===== config.mk =====
export PLATFORM = sky130hd
export DESIGN_NAME = lc3_pc_unit
export DESIGN_NICKNAME = d
export VERILOG_FILES = /design/src/rtl/lc3_pkg.sv /design/src/rtl/lc3_nzp_reg.sv /design/src/rtl/lc3_pc_unit.sv
export SDC_FILE = /design/constraint.sdc
export NUM_CORES = 1
export LEC_CHECK = 0
export CELL_PAD_IN_SITES_DETAIL_PLACEMENT = 1
export CELL_PAD_IN_SITES_GLOBAL_PLACEMENT = 2
export CORE_ASPECT_RATIO = 0.5
export CORE_MARGIN = 2
export CORE_UTILIZATION = 27
export DETAILED_ROUTE_END_ITERATION = 7
export HOLD_SLACK_MARGIN = 0.15
export PLACE_DENSITY_LB_ADDON = 0.1
export REMOVE_ABC_BUFFERS = 1
export SYNTH_ARGS = -nofsm -noshare
export SYNTH_HDL_FRONTEND = slang
export SYNTH_SLANG_ARGS = --single-unit

===== constraint.sdc =====
create_clock -name clk -period 3.6 [get_ports clk]
set_input_delay 0.72 -clock clk [delete_from_list [all_inputs] [get_ports clk]]
set_output_delay 0.72 -clock clk [all_outputs]
set_load 0.02 [all_outputs]

===== src/rtl/lc3_pkg.sv =====
// Shared LC-3 definitions: control-flow opcodes, PC-unit state encoding and
// the condition-code derivation used by every register-file write path.
package lc3_pkg;

   localparam logic [3:0] OP_BR   = 4'b0000;
   localparam logic [3:0] OP_JSR  = 4'b0100;
   localparam logic [3:0] OP_JMP  = 4'b1100;
   localparam logic [3:0] OP_TRAP = 4'b1111;

   typedef enum logic {
      RUN       = 1'b0,
      TRAP_WAIT = 1'b1
   } pc_state_e;

   // Exactly one of {n,z,p} is set for any 16-bit value.
   function automatic logic [2:0] nzp_from(input logic [15:0] value);
      logic n;
      logic z;
      n = value[15];
      z = (value == 16'h0000);
      return {n, z, ~n & ~z};
   endfunction

endpackage


===== src/rtl/lc3_nzp_reg.sv =====
// NZP condition-code register. Loads the codes of the written value on every
// register-file write, independent of the control-flow state.
module lc3_nzp_reg
   import lc3_pkg::*;
#(
   parameter logic [2:0] CC_RESET = 3'b010
) (
   input  logic        clk,
   input  logic        rst_n,
   input  logic        i_we,
   input  logic [15:0] i_value,
   output logic [2:0]  o_nzp
);

   logic [2:0] r_nzp;

   // NOTE: sequential state uses non-blocking assignments so every register
   // samples pre-edge values regardless of process ordering.
   always_ff @(posedge clk or negedge rst_n) begin
      if (!rst_n) begin
         r_nzp <= CC_RESET;
      end else if (i_we) begin
         r_nzp <= nzp_from(i_value);
      end
   end

   assign o_nzp = r_nzp;

endmodule


===== src/rtl/lc3_pc_unit.sv =====
// LC-3 program counter and control-flow unit: resolves BR, JMP/RET, JSR/JSRR
// and TRAP, and runs the trap-vector read handshake with memory.
module lc3_pc_unit
   import lc3_pkg::*;
#(
   parameter int              ADDR_W   = 16,
   parameter logic [ADDR_W-1:0] RESET_PC = ADDR_W'(16'h3000),
   parameter logic [2:0]      CC_RESET = 3'b010
) (
   input  logic              clk,
   input  logic              rst_n,
   input  logic              instr_valid,
   input  logic [15:0]       instr,
   output logic              instr_ready,
   input  logic [ADDR_W-1:0] base_reg,
   input  logic              cc_we,
   input  logic [15:0]       cc_value,
   output logic [ADDR_W-1:0] pc,
   output logic [2:0]        nzp,
   output logic              link_we,
   output logic [ADDR_W-1:0] link_data,
   output logic              vec_req,
   output logic [ADDR_W-1:0] vec_addr,
   input  logic              vec_ack,
   input  logic [ADDR_W-1:0] vec_data,
   output logic              taken
);

   pc_state_e         r_state;
   logic [ADDR_W-1:0] r_pc;
   logic              r_taken;
   logic              r_link_we;
   logic [ADDR_W-1:0] r_link_data;
   logic              r_vec_req;
   logic [ADDR_W-1:0] r_vec_addr;

   pc_state_e         w_state_next;
   logic [ADDR_W-1:0] w_pc_next;
   logic              w_taken_next;
   logic              w_link_we_next;
   logic [ADDR_W-1:0] w_link_data_next;
   logic              w_vec_req_next;
   logic [ADDR_W-1:0] w_vec_addr_next;

   logic [2:0]        w_nzp;
   logic [ADDR_W-1:0] w_inc;
   logic [ADDR_W-1:0] w_br_target;
   logic [ADDR_W-1:0] w_jsr_target;
   logic [ADDR_W-1:0] w_trap_vec;
   logic              w_br_cond;
   logic [3:0]        w_opcode;

   // BR sees the registered codes; a same-cycle cc_we lands after this edge.
   lc3_nzp_reg #(
      .CC_RESET (CC_RESET)
   ) u_nzp_reg (
      .clk     (clk),
      .rst_n   (rst_n),
      .i_we    (cc_we),
      .i_value (cc_value),
      .o_nzp   (w_nzp)
   );

   assign w_opcode     = instr[15:12];
   assign w_inc        = r_pc + ADDR_W'(1);
   assign w_br_target  = w_inc + {{(ADDR_W-9){instr[8]}}, instr[8:0]};
   assign w_jsr_target = w_inc + {{(ADDR_W-11){instr[10]}}, instr[10:0]};
   assign w_trap_vec   = {{(ADDR_W-8){1'b0}}, instr[7:0]};
   assign w_br_cond    = (instr[11] & w_nzp[2]) | (instr[10] & w_nzp[1]) |
                         (instr[9]  & w_nzp[0]);

   // NOTE: every variable gets a default before the case so no path leaves a
   // value unassigned, which would otherwise infer a latch.
   always_comb begin
      w_state_next     = r_state;
      w_pc_next        = r_pc;
      w_taken_next     = 1'b0;
      w_link_we_next   = 1'b0;
      w_link_data_next = r_link_data;
      w_vec_req_next   = r_vec_req;
      w_vec_addr_next  = r_vec_addr;

      case (r_state)
         RUN: begin
            if (instr_valid) begin
               w_pc_next = w_inc;
               case (w_opcode)
                  OP_BR: begin
                     if (w_br_cond) begin
                        w_pc_next    = w_br_target;
                        w_taken_next = 1'b1;
                     end
                  end
                  OP_JMP: begin
                     w_pc_next    = base_reg;
                     w_taken_next = 1'b1;
                  end
                  OP_JSR: begin
                     w_pc_next        = instr[11] ? w_jsr_target : base_reg;
                     w_taken_next     = 1'b1;
                     w_link_we_next   = 1'b1;
                     w_link_data_next = w_inc;
                  end
                  OP_TRAP: begin
                     w_pc_next        = r_pc;
                     w_link_we_next   = 1'b1;
                     w_link_data_next = w_inc;
                     w_vec_req_next   = 1'b1;
                     w_vec_addr_next  = w_trap_vec;
                     w_state_next     = TRAP_WAIT;
                  end
                  default: ;
               endcase
            end
         end
         TRAP_WAIT: begin
            if (vec_ack) begin
               w_pc_next      = vec_data;
               w_taken_next   = 1'b1;
               w_vec_req_next = 1'b0;
               w_state_next   = RUN;
            end
         end
         default: w_state_next = RUN;
      endcase
   end

   // An asynchronous reset in TRAP_WAIT drops the request, so a late ack is
   // seen in RUN and ignored.
   always_ff @(posedge clk or negedge rst_n) begin
      if (!rst_n) begin
         r_state     <= RUN;
         r_pc        <= RESET_PC;
         r_taken     <= 1'b0;
         r_link_we   <= 1'b0;
         r_link_data <= '0;
         r_vec_req   <= 1'b0;
         r_vec_addr  <= '0;
      end else begin
         r_state     <= w_state_next;
         r_pc        <= w_pc_next;
         r_taken     <= w_taken_next;
         r_link_we   <= w_link_we_next;
         r_link_data <= w_link_data_next;
         r_vec_req   <= w_vec_req_next;
         r_vec_addr  <= w_vec_addr_next;
      end
   end

   assign instr_ready = (r_state == RUN);
   assign pc          = r_pc;
   assign nzp         = w_nzp;
   assign link_we     = r_link_we;
   assign link_data   = r_link_data;
   assign vec_req     = r_vec_req;
   assign vec_addr    = r_vec_addr;
   assign taken       = r_taken;

endmodule


==> reports/results.ini <==
[status]
status = finished clean

[setup_path]
required_ps = 3770
cpMaxStageDelayCell = ha_1
worstReg2RegEnd = pc[15]
crit_path_end = pc[15]
worst-r2r-cell-count = 12
crit_path_cell_trace = ha_1 > nand3_1 > xnor2_1 > ha_1 > a21oi_2 > nand2_1 > or2_4 > o311a_1 > o211a_1 > or3_1 > a31oi_1 > a21oi_1
crit_start = pc[0]
cp_max_fo = 5
start_kind = register
crit_arrival_ps = 3500
r2r_slack_ps = 270
cpPeakStageDelay_ps = 380
timing.critical_path.mode_cell = ha_1
r2r-start = pc[0]
end_kind = register
critPathKind = register to register

[yosys]
syn_avg_cell_area_um2 = 8.80
synth-seq-cells = 47
syn_area_mm2 = 0.00365
yosysTopAreaCellShare_pct = 30.2
yosysSeqAreaShare_pct = 32.3
yosysTopAreaCell = dfrtp_1
yosysWarnings = 0
synth_flop_cell = dfrtp_1
synth_area_leaders = dfrtp_1 30%, ha_1 8.6%, mux2_2 6.5%
synth_edf_count = 0
ys_top_cells_by_count = 44 x a21oi_1, 44 x dfrtp_1, 37 x nand2_1, 30 x o21ai_0
async_reset_ff_share_pct = 100
synthCells = 415
synth.distinct_cells = 58

[clocking]
cts_max_level = 2
cts_setup_buffers = 0
cts_buffer_depth = 2
clock_sinks = 47
cts-root-buf = clkbuf_16
clkTransAtPathRegs_ps = 70
tritoncts = yes
insertion_delay_ps = 300
numCtsBuffers = 5

[global_route]
grt_first_pass_wirelength_um = 21400
overflow = 0
antenna_found_initial = 0
grt_pass1_vias = 3801
gr-usage-all-layers_pct = 19.2
grt_start_max_net_pins = 38

[floorplanning]
fp-row-count = 29
fp.dieW_um = 168
pin_count = 124
die_y_um = 86.2
die_area_mm2 = 0.0145
coreArea_mm2 = 0.0129
start_util_pct = 28.3

[power]
power_density_mw_per_mm2 = 681
leakagePower_nw = 2.29
irDropWorstVdd_mv = 0.318

[cells_and_area]
antennaDiodeCount = 0
syn_to_final_growth_pct = 47.0
drive_gt1_share_pct = 14.8
nets = 655

[place]
dp_hpwl_um = 11100
io_buffers = 115
globalplace.congestion = 0.814
pre_cts_ws_ps = 85.8

[job]
max-cap-violations = 0

[sta]
rsz0062_at_grt = no
setup_viol = 0
worst_slack_ps = 266
min_period_ps = 3330
slew_headroom_pct = 37.3
tns_ps = 0
finClkSkew_ps = 9.12
worst_slew_pin_slew_ps = 941
max_freq_mhz = 300
slew_violations = 0
post-route-period-util_pct = 92.6
hold_viol = 0

[worst_hold_path]
hold_class = register to register

[routing]
drc = 0
vias = 3685
routed_wirelength_um = 13500
ant_nets = 0
drtPass1Iterations = 4
dr.first_iter.drc_count = 169
via_per_inst = 5.04
wire_per_inst_um = 18.5

## per-stage QoR
stage	power, mW	hold slack [ps]	area, µm²	util [%]	std cells
CTS	3.68	503	5330	41.3	731
detailed placement	3.18	492	5190	40.2	723
finish	3.65	496	5370	41.5	731
global placement	3.16	484	5190	40.2	723
floorplan	2.18	424	3570	-	404
global route	3.95	521	5370	41.5	731
## worst max-delay path, delay by kind of cell (launching register included)
family | cells | cell delay [ps]
XOR/XNOR | 1 | 370
AND/OR/NAND/NOR | 4 | 840
adder cells (fa/ha/maj) | 2 | 610
flip-flops | 1 | 350
AO/OA/AOI/OAI | 5 | 1030
## registers in the layout, indices dropped and copies added, names as in the netlist
name             count
link_data           16
link_we              1
pc                  16
r_state              1
taken                1
u_nzp_reg.o_nzp      3
vec_addr             8
vec_req              1
## power breakdown
| part | total, mW | leakage [nW] | internal [mW] | switching [mW] |
|---|---|---|---|---|
| registers | 0.857 | 0.554 | 0.708 | 0.149 |
| logic | 2.32 | 1.66 | 1.12 | 1.20 |
| clock network | 0.479 | 0.0740 | 0.258 | 0.220 |
| total | 3.65 | 2.29 | 2.09 | 1.57 |
## routing by layer
metal,routed length [µm],part of all wire [%],track usage [%],vias to the layer above
met5,0,0,0,-
met4,106,0.78,3.21,0
met3,881,6.5,4.70,8
met2,5590,41,29.1,111
met1,6970,51,28.2,1755
li1,-,-,-,1811
## timing repair
item / CTS / global route
hold endpoints to repair: 0 / 0
hold buffers: 0 / 0
endpoints found under the setup margin: 0 / 2
resized for setup: 0 / 8
## logic make-up after synthesis
| family | after synthesis | synth area share (%) |
|---|---|---|
| adder cells (fa/ha/maj) | 26 | 9.12 |
| AND/OR/NAND/NOR | 127 | 17.5 |
| other | 1 | 0.103 |
| multiplexers | 23 | 7.03 |
| AO/OA/AOI/OAI | 127 | 22.1 |
| flip-flops | 47 | 32.3 |
| XOR/XNOR | 31 | 7.44 |
| buffers and inverters | 33 | 4.35 |
## how the worst min path moves through the flow
stage            start            to  slack, ps  depth (start not counted)
2_1_floorplan    rst_n  link_data[0]        420                          0
3_3_place_gp   vec_req       vec_req        480                          1
3_5_place_dp   vec_req       vec_req        490                          1
4_1_cts         pc[13]        pc[13]        500                          2
5_1_grt         pc[13]        pc[13]        520                          2
6_report       vec_req       vec_req        500                          1
## cells in the final DEF, fill, tap and decap left out, types with 3 or more instances in the layout
cell type          n
buf_4             34
nor4_1             4
a21oi_2            3
nand2_1           37
or3_1              4
dfrtp_1           41
a21oi_1           43
mux2_2            21
clkdlybuf4s50_1  114
nor2_1            27
o211ai_1           7
ha_1              25
dfstp_2            3
a21o_1             4
nand4_1            5
inv_1             15
xnor2_1           26
conb_1             8
and2_1             4
and3_1             7
clkbuf_16          5
nand3_1           12
nand2b_1           9
dfrtp_2            3
xor2_1             4
nor3_1             5
o21ai_0           30
a221oi_1           7
a222oi_1           4
a22oi_1            3
## final cells by class
class | count | area (µm²)
Tap cell | 170 | 213
Inverter | 15 | 56.3
Clock buffer | 5 | 125
Multi-Input combinational cell | 342 | 2370
Timing Repair Buffer | 149 | 1400
Sequential cell | 47 | 1180
Clock inverter | 3 | 18.8
Fill cell | 1529 | 7550
No activity file was read; power rests on OpenSTA's default activity.
